===== config.mk =====
export PLATFORM = sky130hd
export DESIGN_NAME = ysyx_22040386_ifu_flat
export DESIGN_NICKNAME = d
export VERILOG_FILES = /design/src/rtl/ysyx_22040386_ifu_pkg.sv /design/src/rtl/ysyx_22040386_ifu_if.sv /design/src/rtl/ysyx_22040386_ifu.sv /design/src/flat_wrapper.sv
export SDC_FILE = /design/constraint.sdc
export NUM_CORES = 1
export LEC_CHECK = 0
export ABC_AREA = 1
export CORE_MARGIN = 2
export CORE_UTILIZATION = 27
export DETAILED_ROUTE_END_ITERATION = 8
export GPL_ROUTABILITY_DRIVEN = 1
export SETUP_SLACK_MARGIN = 0.2
export SYNTH_ARGS = -nofsm -noshare
export SYNTH_HDL_FRONTEND = slang
export SYNTH_SLANG_ARGS = --single-unit
export TNS_END_PERCENT = 100

===== constraint.sdc =====
create_clock -name clk -period 2.5 [get_ports clk]
set_input_delay 0.5 -clock clk [delete_from_list [all_inputs] [get_ports clk]]
set_output_delay 0.5 -clock clk [all_outputs]
set_load 0.005 [all_outputs]

===== src/rtl/ysyx_22040386_ifu_pkg.sv =====
// Shared definitions for the instruction fetch unit.
// S_HALT exists only when YSYX_22040386_IFU_EBREAK_HALT_EN is defined.
package ysyx_22040386_ifu_pkg;

  localparam logic [63:0] DEFAULT_RESET_PC = 64'h0000_0000_8000_0000;
  localparam logic [31:0] EBREAK_INST      = 32'h0010_0073;
  localparam int unsigned INST_BYTES       = 4;

  typedef enum logic [2:0] {
    S_IDLE,
    S_REQ,
    S_WAIT,
    S_HOLD
`ifdef YSYX_22040386_IFU_EBREAK_HALT_EN
    ,
    S_HALT
`endif
  } fetch_state_e;

endpackage


===== src/rtl/ysyx_22040386_ifu_if.sv =====
// Fetch-unit bus: imem request/response, decode valid/ready, and redirect.
// master = fetch unit side, slave = memory/decode/branch side.
interface ysyx_22040386_ifu_if #(
  parameter int unsigned XLEN = 64
);
  logic            imem_req_valid;
  logic            imem_req_ready;
  logic [XLEN-1:0] imem_req_addr;
  logic            imem_rsp_valid;
  logic [31:0]     imem_rsp_data;
  logic            inst_valid;
  logic            inst_ready;
  logic [31:0]     inst;
  logic [XLEN-1:0] inst_pc;
  logic            redirect_valid;
  logic [XLEN-1:0] redirect_pc;
  logic            halted;

  modport master (
    output imem_req_valid, imem_req_addr, inst_valid, inst, inst_pc, halted,
    input  imem_req_ready, imem_rsp_valid, imem_rsp_data, inst_ready,
           redirect_valid, redirect_pc
  );

  modport slave (
    input  imem_req_valid, imem_req_addr, inst_valid, inst, inst_pc, halted,
    output imem_req_ready, imem_rsp_valid, imem_rsp_data, inst_ready,
           redirect_valid, redirect_pc
  );
endinterface


===== src/rtl/ysyx_22040386_ifu.sv =====
// Instruction fetch unit: owns the PC, one imem fetch outstanding, holds the
// fetched word for decode. Optional ebreak halt: YSYX_22040386_IFU_EBREAK_HALT_EN.
module ysyx_22040386_ifu
  import ysyx_22040386_ifu_pkg::*;
#(
  parameter int unsigned     XLEN     = 64,
  parameter logic [XLEN-1:0] RESET_PC = XLEN'(DEFAULT_RESET_PC)
) (
  input logic                 clk,
  input logic                 rst,
  ysyx_22040386_ifu_if.master bus
);

  fetch_state_e    state;
  logic [XLEN-1:0] pc;
  logic            kill;
  logic            req_valid_q;
  logic            inst_valid_q;
  logic [31:0]     inst_q;
  logic [XLEN-1:0] inst_pc_q;
  logic            halted_q;

  logic [XLEN-1:0] redirect_tgt;
  logic            req_fire;

  assign redirect_tgt = bus.redirect_pc & ~XLEN'(3);
  assign req_fire     = req_valid_q && bus.imem_req_ready;

  assign bus.imem_req_valid = req_valid_q;
  assign bus.imem_req_addr  = pc;
  assign bus.inst_valid     = inst_valid_q;
  assign bus.inst           = inst_q;
  assign bus.inst_pc        = inst_pc_q;
  assign bus.halted         = halted_q;

  always_ff @(posedge clk) begin
    if (rst) begin
      state        <= S_IDLE;
      pc           <= RESET_PC;
      kill         <= 1'b0;
      req_valid_q  <= 1'b0;
      inst_valid_q <= 1'b0;
      inst_q       <= '0;
      inst_pc_q    <= '0;
      halted_q     <= 1'b0;
    end else begin
      case (state)
        S_IDLE: begin
          if (bus.redirect_valid) pc <= redirect_tgt;
          state       <= S_REQ;
          req_valid_q <= 1'b1;
        end

        S_REQ: begin
          if (req_fire) begin
            // The accepted request carries the old pc; a same-cycle redirect
            // must squash its response.
            state       <= S_WAIT;
            req_valid_q <= 1'b0;
            if (bus.redirect_valid) begin
              pc   <= redirect_tgt;
              kill <= 1'b1;
            end
          end else if (bus.redirect_valid) begin
            pc <= redirect_tgt;
          end
        end

        S_WAIT: begin
          if (bus.imem_rsp_valid) begin
            if (kill || bus.redirect_valid) begin
              kill        <= 1'b0;
              state       <= S_REQ;
              req_valid_q <= 1'b1;
              if (bus.redirect_valid) pc <= redirect_tgt;
            end else begin
              inst_q       <= bus.imem_rsp_data;
              inst_pc_q    <= pc;
              inst_valid_q <= 1'b1;
              state        <= S_HOLD;
            end
          end else if (bus.redirect_valid) begin
            pc   <= redirect_tgt;
            kill <= 1'b1;
          end
        end

        S_HOLD: begin
          // Redirect wins over both sequential advance and the ebreak halt.
          if (bus.redirect_valid) begin
            pc           <= redirect_tgt;
            inst_valid_q <= 1'b0;
            req_valid_q  <= 1'b1;
            state        <= S_REQ;
          end else if (bus.inst_ready) begin
            inst_valid_q <= 1'b0;
`ifdef YSYX_22040386_IFU_EBREAK_HALT_EN
            if (inst_q == EBREAK_INST) begin
              halted_q <= 1'b1;
              state    <= S_HALT;
            end else begin
              pc          <= pc + XLEN'(INST_BYTES);
              req_valid_q <= 1'b1;
              state       <= S_REQ;
            end
`else
            pc          <= pc + XLEN'(INST_BYTES);
            req_valid_q <= 1'b1;
            state       <= S_REQ;
`endif
          end
        end

`ifdef YSYX_22040386_IFU_EBREAK_HALT_EN
        S_HALT: begin
          halted_q     <= 1'b1;
          req_valid_q  <= 1'b0;
          inst_valid_q <= 1'b0;
        end
`endif

        default: begin
          state        <= S_IDLE;
          req_valid_q  <= 1'b0;
          inst_valid_q <= 1'b0;
        end
      endcase
    end
  end

endmodule


===== src/flat_wrapper.sv =====
// flat-port wrapper written by rule: the top's interface ports become plain ports
module ysyx_22040386_ifu_flat import ysyx_22040386_ifu_pkg::*;
#(
  parameter int unsigned     XLEN     = 64,
  parameter logic [XLEN-1:0] RESET_PC = XLEN'(DEFAULT_RESET_PC)
)
  (clk, rst, bus_imem_req_valid, bus_imem_req_addr, bus_inst_valid, bus_inst, bus_inst_pc, bus_halted, bus_imem_req_ready, bus_imem_rsp_valid, bus_imem_rsp_data, bus_inst_ready, bus_redirect_valid, bus_redirect_pc);
  ysyx_22040386_ifu_if #(.XLEN(XLEN)) bus_i ();
  input logic clk;
  input logic rst;
  output wire logic [$bits(bus_i.imem_req_valid)-1:0] bus_imem_req_valid;
  output wire logic [$bits(bus_i.imem_req_addr)-1:0] bus_imem_req_addr;
  output wire logic [$bits(bus_i.inst_valid)-1:0] bus_inst_valid;
  output wire logic [$bits(bus_i.inst)-1:0] bus_inst;
  output wire logic [$bits(bus_i.inst_pc)-1:0] bus_inst_pc;
  output wire logic [$bits(bus_i.halted)-1:0] bus_halted;
  input wire logic [$bits(bus_i.imem_req_ready)-1:0] bus_imem_req_ready;
  input wire logic [$bits(bus_i.imem_rsp_valid)-1:0] bus_imem_rsp_valid;
  input wire logic [$bits(bus_i.imem_rsp_data)-1:0] bus_imem_rsp_data;
  input wire logic [$bits(bus_i.inst_ready)-1:0] bus_inst_ready;
  input wire logic [$bits(bus_i.redirect_valid)-1:0] bus_redirect_valid;
  input wire logic [$bits(bus_i.redirect_pc)-1:0] bus_redirect_pc;
  assign bus_imem_req_valid = bus_i.imem_req_valid;
  assign bus_imem_req_addr = bus_i.imem_req_addr;
  assign bus_inst_valid = bus_i.inst_valid;
  assign bus_inst = bus_i.inst;
  assign bus_inst_pc = bus_i.inst_pc;
  assign bus_halted = bus_i.halted;
  assign bus_i.imem_req_ready = bus_imem_req_ready;
  assign bus_i.imem_rsp_valid = bus_imem_rsp_valid;
  assign bus_i.imem_rsp_data = bus_imem_rsp_data;
  assign bus_i.inst_ready = bus_inst_ready;
  assign bus_i.redirect_valid = bus_redirect_valid;
  assign bus_i.redirect_pc = bus_redirect_pc;
  ysyx_22040386_ifu #(.XLEN(XLEN), .RESET_PC(RESET_PC)) u_core (.clk(clk), .rst(rst), .bus(bus_i));
endmodule

==> impl_results.md, run 1 <==
* Peak VDD IR at approximately 0.00032 V
* Most used DFF post-synth: dfxtp_1
* CTS HTree Levels at 4
* Crit-path max cell delay at 0.60 ns
* Initial Util at 0.275
* Outcome: completed
* Final Non-Filler Cells at between 2000 and 2500
* WP data required at 2.00 ns
* Dpl cells at a little under 2000
* DR vias at slightly below 10000
* CTS clk-pin slew, worst paths at 0.08 ns
* Number of cell rows at 64
* Ant diodes at 0
* Area of the multi-input gates at approximately 4400 um^2
* Crit Reg-Reg Endpoint: u_core.bus.imem_req_addr[28]
* Routed vias/inst at 4.81
* Cell taking the most area after synthesis: dfxtp_1
* Final hold violations at 0
* Critical path type: reg2out
* Number of antenna violations at the first check in global routing at 2
* PortBufs at 257
* Synthesis-to-layout area growth at 44.6%
* LEAKAGE at approximately 4.8 nW
* Clock sinks at 161
* Ports at approximately 270
* Die H at between 150 and 200 um
* Number of hold buffers added after CTS at 0
* Hold/Removal Path Class: reg2reg
* Distinct cell type count after synthesis at 30
* Hold slack at about 0.5 ns
* Clk buf depth at 2
* Post-synth EDFFs at 0
* Main area contributors after synthesis: dfxtp_1 38%, nand2_1 14%, nor2_1 11%, o21ai_0 10%, a21oi_1 6.3%
* CTS Buf Count at 17
* FF-to-FF Start: u_core.bus.imem_req_addr[26]
* DRC at 0
* CTS root buf: clkbuf_16
* MaxCap Viol Count at 0
* Pin count of the biggest net entering global routing at 106
* Area of the die at around 33000 um^2
* Yosys warnings at 0
* Vias in the first global route at 9529
* Tcrit/Tclk final at 0.856
* Area of the mapped netlist at approximately 8400 um^2
* Total gr overflow at 0
* ANT nets after route at 0
* Hold Path End: u_core.bus.inst_valid
* Top-area cell type share of the netlist area at 0.382
* Commonest non-fill, non-tap cell in the layout: nand2_1
* Worst slew margin at 0.470
* First-pass detailed-route iteration total at 5
* CP top delay family: flip-flops
* Commonest cells after routing, fill and taps aside: 313 x nand2_1, 256 x clkdlybuf4s50_1, 236 x nor2_1
* Worst Path Buf+Inv at 1
* Placed wire-length estimate at 27400 um
* Fill count at 3271
* Flops & latches, synth at 161
* Clock Latency Late Sink at between 0.4 and 0.5 ns
* Crit path max-delay cell type: dfxtp_1
* Setup violators final at 0
* Cells on worst reg2reg path at 9
* Register area at around 3200 um^2
* CP cell instances: clkdlybuf4s50_1
* CTS tree: yes
* Final setup TNS at 0 ns
* FMAX at 0.467 GHz
* Hold Path Stages at 2
* Fin crit period at around 2.1 ns
* Async S/R FF share, synth at 0
* Nets at roughly 1700
* Syn Area/Cell at about 6.3 um^2
* Core outline area at 30700 um^2
* Mapped Cells at 1341
* Register area share after synthesis at 0.382
* Critical Path Sink Type: output pin
* Pwr Density at around 550 nW/um^2
* Crit path DAT at roughly 1.6 ns
* Actual slew at the worst max-slew pin at 0.795 ns
* Total track usage at 0.218
* Utilization after layout at 0.398
* Slack of the worst reg-to-reg path at roughly 0.38 ns
* Crit path max fanout at 6
* DR WL/cell at between 15 and 20 um
* Share of layout cells above drive strength 1 at 0.0625
* Initial DRC Count at between 500 and 600
* Total wire length at 35800 um
* GP Congestion at about 0.95
* RSZ-0062 raised after global routing: no
* Crit path launch type: register
* Chip Width at around 180 um
* Clock skew at approximately 0.016 ns
* Global-route wire length before repair at ~56000 um
* Hold wc startpoint: u_core.bus.inst_valid
* Fin. max-slew vios at 0
==> synth_stat cells, types with 4 or more instances <==
| library cell | count |
|---|---|
| a211oi_1 | 4 |
| a21oi_1 | 106 |
| buf_2 | 9 |
| buf_4 | 5 |
| buf_6 | 5 |
| clkbuf_1 | 49 |
| dfxtp_1 | 161 |
| inv_1 | 131 |
| nand2_1 | 314 |
| nand3_1 | 80 |
| nand4_1 | 16 |
| nor2_1 | 238 |
| nor2_4 | 5 |
| nor3_1 | 8 |
| o211ai_1 | 7 |
| o21ai_0 | 170 |
| o21bai_1 | 5 |
| or2_2 | 6 |
| xor2_1 | 11 |
==> worst min-delay path: cells and delay by family, from the launching register on <==
family          cells  cell delay, ns
flops               1            0.32
compound gates      2            0.13
==> cell families (layout without fill, tap and decap cells) <==
kind of cell,count (synthesis),after routing,share of synthesized area
AND/OR/NAND/NOR,667,667,0.321
AO/OA/AOI/OAI,298,298,0.185
buffers and inverters,201,472,0.0975
flip-flops,161,161,0.382
XOR/XNOR,12,12,0.0125
adder cells (fa/ha/maj),1,1,0.00148
other,1,5,0.000445
==> area by class of cell <==
| type | count | share of cell area |
|---|---|---|
| timing repair buffer | 307 | 0.248 |
| clock inverter | 14 | 0.00985 |
| inverter | 133 | 0.0409 |
| sequential | 161 | 0.264 |
| clock buffer | 18 | 0.0352 |
| multi-input combinational | 983 | 0.361 |
| tap | 396 | 0.0406 |
==> metrics by stage <==
step / cell area, um^2 / worst slack (ns) / total power (W)
6_report: 12200 / 0.361 / 0.00665
5_1_grt: 12200 / 0.234 / 0.00693
4_1_cts: 12200 / 0.356 / 0.00672
3_5_place_dp: 11600 / 0.0866 / 0.00415
3_3_place_gp: 11600 / 0.125 / 0.00414
2_1_floorplan: 8440 / 0.723 / 0.00340
==> state kept, by name, indices dropped and copies added (netlist names) <==
register	cells
u_core.bus.imem_req_valid	1
u_core.bus.imem_req_addr	62
u_core.bus.inst	32
u_core.state	2
u_core.bus.inst_valid	1
u_core.kill	1
u_core.bus.inst_pc	62
==> power breakdown <==
| part | internal, W | switching, W |
|---|---|---|
| clock | 0.00130 | 0.00126 |
| combinational | 0.000626 | 0.000544 |
| sequential | 0.00274 | 0.000181 |
| total | 0.00467 | 0.00199 |
==> worst max-delay path by stage <==
| stage | endpoint | cells after the start | start |
|---|---|---|---|
| 6_report | bus_imem_req_addr[43] | 1 | u_core.bus.imem_req_addr[43] |
| 5_1_grt | u_core.bus.imem_req_addr[28] | 9 | u_core.bus.imem_req_addr[26] |
| 4_1_cts | bus_imem_req_addr[47] | 1 | u_core.bus.imem_req_addr[47] |
| 3_5_place_dp | u_core.bus.inst_pc[33] | 10 | bus_redirect_valid |
| 3_3_place_gp | u_core.bus.inst_pc[47] | 10 | bus_redirect_valid |
| 2_1_floorplan | u_core.bus.imem_req_addr[34] | 10 | u_core.bus.imem_req_addr[2] |
==> layer usage <==
metal / up-vias / share of wire / GRT usage
met3: 44 / 0.076 / 0.0625
met4: 2 / 0.019 / 0.0577
met1: 4465 / 0.44 / 0.273
met2: 320 / 0.47 / 0.366
li1: 4840 / - / -
met5: - / 0.00034 / 0
==> repair_timing <==
item,in CTS,in global routing
hold endpoints to repair,0,0
resized for setup,0,3
endpoints found under the setup margin,0,4
setup buffers,0,0
Power figures use the tool's default switching activity.
==> run 2: changes to the inputs <==
--- a/config.mk
+++ b/config.mk
@@ -7,9 +7,10 @@
 export LEC_CHECK = 0
 export ABC_AREA = 1
 export CORE_MARGIN = 2
-export CORE_UTILIZATION = 27
+export CORE_UTILIZATION = 47
 export DETAILED_ROUTE_END_ITERATION = 8
 export GPL_ROUTABILITY_DRIVEN = 1
+export PLACE_DENSITY = 0.81
 export SETUP_SLACK_MARGIN = 0.2
 export SYNTH_ARGS = -nofsm -noshare
 export SYNTH_HDL_FRONTEND = slang
==> run 2 against run 1 <==
Effect of this change:
- combinational power barely moved
- clock power grew 7.8%
- die area shrank 42%
- sequential share of layout area increased by 0.37 points
- critical path type is now reg2reg
- largest cell class unchanged
==> impl_results.md, run 2 (synthesis results as in run 1) <==
* ANT nets after route at 0
* Critical Path Sink Type: register
* Peak VDD IR at about 0.00046 V
* Clock sinks at approximately 160
* CTS clk-pin slew, worst paths at about 0.070 ns
* DR WL/cell at about 18 um
* Die H at roughly 140 um
* CTS root buf: clkbuf_16
* Tcrit/Tclk final at 0.880
* Fin. max-slew vios at 0
* Pin count of the biggest net entering global routing at roughly 110
* Total wire length at 33500 um
* Crit path launch type: register
* Final Power at 0.00685 W
* Crit Reg-Reg Endpoint: u_core.bus.imem_req_addr[34]
* Vias in the first global route at around 9000
* Ant diodes at 0
* GRT met3 Usage at 0.0793
* Busiest grt layer: met2
* Cells on worst reg2reg path at 11
* FF-to-FF Start: u_core.bus.imem_req_addr[2]
* Clk buf depth at 2
* CTS tree: yes
* Post-Place Cell Area at about 11000 um^2
* Ports at 265
* Synthesis-to-layout area growth at 42.6%
* CTS Buf Count at 17
* Crit path DAT at about 2.5 ns
* RSZ-0062 raised after global routing: no
* Setup WS pre-CTS at roughly 0.038 ns
* DR vias at approximately 9800
* Actual slew at the worst max-slew pin at roughly 0.75 ns
* Number of antenna violations at the first check in global routing at 0
* PortBufs at about 260
* DRC at 0
* Slack of the worst reg-to-reg path at around 0.30 ns
* Critical path type: reg2reg
* Final instance area at 12000 um^2
* FMAX at between 0.4 and 0.5 GHz
* Area of the die at 19000 um^2
* Placed wire-length estimate at around 26000 um
* Utilization after layout at 0.690
* Grt met1 use at 0.425
* Pwr Density at 569 nW/um^2
* Fin crit period at between 2 and 2.5 ns
* Outcome: completed
* Hold/Removal Path Class: in2reg
* Clock Latency Late Sink at roughly 0.44 ns
* Number of cell rows at 48
* Critical path launch point: u_core.bus.imem_req_addr[2]
* MaxCap Viol Count at 0
* Crit path max fanout at 6
* Met2 Use GR at 0.587
* Initial Util at 0.484
* Clock skew at approximately 0.0096 ns
* WP data required at 2.80 ns
* LEAKAGE at approximately 4.8 nW
* Routed vias/inst at ~5.4
* Core outline area at 17400 um^2
* Global-route wire length before repair at 49600 um
* Setup crit end: u_core.bus.imem_req_addr[34]
* Fill count at 1560
* Share of layout cells above drive strength 1 at 0.0608
* GP Congestion at 0.991
* Chip Width at ~140 um
* Total gr overflow at 0
* Final hold violations at 0
* CTS HTree Levels at 4
* Nets at around 1700
* Commonest non-fill, non-tap cell in the layout: nand2_1
* Total track usage at 0.348
* Commonest cells after routing, fill and taps aside: 313 x nand2_1, 256 x clkdlybuf4s50_1, 235 x nor2_1
* First-pass detailed-route iteration total at 5
* Setup ws final at 0.300 ns
* Setup violators final at 0
* Initial DRC Count at 810
* Final setup TNS at 0 ns
* Worst slew margin at 0.502
* Number of hold buffers added after CTS at 0
-- run 2: changes by cell type in the layout (fill, tap and decap cells not counted), sizes merged --
cell,before,now
clkbuf,18,17
buf,51,47
clkinv,3,5
clkinvlp,3,0
bufinv,0,2
-- run 2: worst max-delay path, cell delays in order (launching register included) --
cell and delay (ns):
dfxtp_1 0.47, ha_1 0.25, nand2_1 0.13, nor2_4 0.23, nand2_1 0.21, nor2_4 0.21, buf_4 0.15, nand2_1 0.05
nand2_1 0.06, nand3_1 0.10, o211ai_1 0.11, a21oi_1 0.08
-- run 2: worst min-delay path by stage --
stage / startpoint / to / cells after the start
final: rst / u_core.bus.imem_req_addr[47] / 4
after global routing: rst / u_core.bus.inst[11] / 4
after CTS: rst / u_core.bus.imem_req_addr[47] / 4
after detailed placement: u_core.bus.inst_valid / u_core.bus.inst_valid / 2
after global placement: u_core.bus.inst_valid / u_core.bus.inst_valid / 2
after floorplan: u_core.bus.inst_valid / u_core.bus.inst_valid / 2
-- run 2: repair_timing --
action	CTS	global route
setup buffers	0	1
pin swaps	0	1
endpoints found under the setup margin	1	6
resized for setup	1	4
-- run 2: metal layers --
| metal | part of all wire | routed length, um | vias to the layer above |
|---|---|---|---|
| li1 | - | - | 4832 |
| met1 | 0.40 | 13400 | 4475 |
| met2 | 0.48 | 15900 | 459 |
| met3 | 0.087 | 2900 | 65 |
| met4 | 0.039 | 1300 | 0 |
| met5 | 0 | 0 | - |
-- run 2: area by class of cell --
| class | instances | area, um^2 | area share |
|---|---|---|---|
| multi-input combinational | 983 | 4410 | 0.367 |
| tap | 225 | 282 | 0.0234 |
| sequential | 161 | 3220 | 0.268 |
| clock buffer | 17 | 425 | 0.0354 |
| clock inverter | 15 | 191 | 0.0159 |
| inverter | 133 | 499 | 0.0415 |
| timing repair buffer | 303 | 2990 | 0.248 |
-- run 2: where the power goes --
| group | internal [W] | switching [W] |
|---|---|---|
| clock | 0.00153 | 0.00124 |
| combinational | 0.000616 | 0.000540 |
| sequential | 0.00274 | 0.000179 |
-- run 2: through the flow --
| stage | hold slack [ns] | std cells |
|---|---|---|
| floorplan | 0.467 | 1345 |
| global placement | 0.470 | 1804 |
| detailed placement | 0.480 | 1804 |
| CTS | 0.464 | 1836 |
| global route | 0.507 | 1837 |
| finish | 0.473 | 1837 |
==> run 3: changes to the inputs <==
--- a/config.mk
+++ b/config.mk
@@ -7,10 +7,10 @@
 export LEC_CHECK = 0
 export ABC_AREA = 1
 export CORE_MARGIN = 2
-export CORE_UTILIZATION = 47
+export CORE_UTILIZATION = 51
 export DETAILED_ROUTE_END_ITERATION = 8
 export GPL_ROUTABILITY_DRIVEN = 1
-export PLACE_DENSITY = 0.81
+export PLACE_DENSITY = 0.87
 export SETUP_SLACK_MARGIN = 0.2
 export SYNTH_ARGS = -nofsm -noshare
 export SYNTH_HDL_FRONTEND = slang
==> constraint.sdc (replaced) <==
create_clock -name clk -period 2.7 [get_ports clk]
set_input_delay 0.54 -clock clk [delete_from_list [all_inputs] [get_ports clk]]
set_output_delay 0.54 -clock clk [all_outputs]
set_load 0.005 [all_outputs]
==> run 3 against run 2 <==
Effect of this change:
- critical path type unchanged
- critical endpoint is now u_core.bus.imem_req_addr[55]
- final area down 1.5%
- setup slack improved by 0.15 ns
- clock power decreased by 8.7%
==> impl_results.md, run 3 (synthesis results as in run 1) <==
* Final setup TNS at 0 ns
* DR WL/cell at between 15 and 20 um
* PortBufs at roughly 260
* Critical Path Sink Type: register
* CTS root buf: clkbuf_16
* Commonest cells after routing, fill and taps aside: 313 x nand2_1, 256 x clkdlybuf4s50_1, 238 x nor2_1
* Initial DRC Count at just under 1000
* Vias in the first global route at slightly above 9000
* Hold/Removal Path Class: reg2reg
* Final hold violations at 0
* Initial Util at 0.516
* Synthesis-to-layout area growth at 40.6%
* DR vias at about 9900
* Commonest non-fill, non-tap cell in the layout: nand2_1
* Crit path launch type: register
* Chip Width at 133 um
* Number of cell rows at between 40 and 50
* PostCTS Resize Cnt at 0
* Total gr overflow at 0
* Fin crit period at approximately 2.2 ns
* Total wire length at roughly 34000 um
* Outcome: completed
* FMAX at 0.445 GHz
* CTS HTree Levels at 4
* CTS tree: yes
* Ports at around 270
* Actual slew at the worst max-slew pin at 0.727 ns
* Fill count at around 1400
* CTS Buf Count at 17
* Placed wire-length estimate at 25500 um
* Global-route wire length before repair at between 50000 and 60000 um
* First-pass detailed-route iteration total at 5
* Share of layout cells above drive strength 1 at 0.0477
* Setup WS pre-CTS at about 0.25 ns
* LEAKAGE at between 4 and 5 nW
* Number of hold buffers added after CTS at 0
* Setup violators final at 0
* CTS clk-pin slew, worst paths at 0.07 ns
* Ant diodes at 0
* Nets at approximately 1700
* Total track usage at 0.377
* Peak VDD IR at roughly 0.00045 V
* Pin count of the biggest net entering global routing at ~110
* Clk buf depth at 2
* Clock sinks at roughly 160
* Tcrit/Tclk final at 0.832
* Pwr Density at around 530 nW/um^2
* Critical path type: reg2reg
* Number of antenna violations at the first check in global routing at 0
* Setup ws final at around 0.45 ns
* MaxCap Viol Count at 0
* WP data required at around 3.0 ns
* Routed vias/inst at about 5.5
* GP Congestion at between 1 and 1.5
* Clock skew at 0.0104 ns
* Area of the die at roughly 18000 um^2
* Setup Fix Bufs, Post-CTS at 0
* ANT nets after route at 0
* Crit path DAT at 2.55 ns
* Die H at roughly 130 um
* Worst slew margin at 0.515
* RSZ-0062 raised after global routing: no
* Crit path max fanout at 5
* Core outline area at 16300 um^2
* Fin. max-slew vios at 0
* Clock Latency Late Sink at 0.45 ns
* DRC at 0
==> run 3: cell count changes in the layout (fill, tap and decap cells not counted), sizes merged <==
cell / change
clkinvlp: +1
buf: -18
bufinv: -1
==> run 3: per-layer routing <==
metal / up-vias / global-route usage / part of all wire
met3: 105 / 0.0674 / 0.081
met1: 4505 / 0.451 / 0.39
li1: 4783 / - / -
met5: - / 0 / 0
met2: 554 / 0.646 / 0.48
met4: 0 / 0.193 / 0.050
==> run 3: power by group <==
part / internal [W] / switching (W)
Sequential: 0.00253 / 0.000171
Combinational: 0.000555 / 0.000496
Clock: 0.00133 / 0.00119
Total: 0.00442 / 0.00186
==> run 3: final timing paths <==
| kind | endpoint | cells after the start | startpoint | slack, ns |
|---|---|---|---|---|
| max reg2reg | u_core.bus.imem_req_addr[55] | 9 | u_core.bus.imem_req_addr[12] | 0.45 |
| min | u_core.kill | 2 | u_core.kill | 0.50 |
| max | u_core.bus.imem_req_addr[55] | 9 | u_core.bus.imem_req_addr[12] | 0.45 |
| min reg2reg | u_core.kill | 2 | u_core.kill | 0.50 |
==> run 3: worst max-delay path, cell delays in order, from the launching register on <==
cell and delay [ns]:
dfxtp_1 0.46, nand2_1 0.15, nor2_1 0.26, nand2_1 0.14, nor2_1 0.37, nand2_1 0.27
o21ai_0 0.22, nand3_1 0.08, nand2_1 0.08, a21oi_1 0.06
==> run 3: metrics by stage <==
step                hold slack, ns  power, W  area (um^2)  std cells  utilization
floorplan                    0.467   0.00315         8440       1345            -
global placement             0.463   0.00375        11200       1782        0.688
detailed placement           0.488   0.00379        11200       1782        0.688
CTS                          0.498   0.00627        11800       1814        0.725
global route                 0.514   0.00649        11800       1814        0.725
finish                       0.496   0.00628        11800       1814        0.725
==> run 3: cell type report <==
cell class                      instances  area [um^2]  share of cell area
Inverter                              133          499              0.0421
Multi-Input combinational cell        983         4400               0.371
Clock buffer                           17          425              0.0359
Tap cell                              220          275              0.0232
Sequential cell                       161         3220               0.272
Timing Repair Buffer                  285         2840               0.240
Clock inverter                         15          184              0.0155
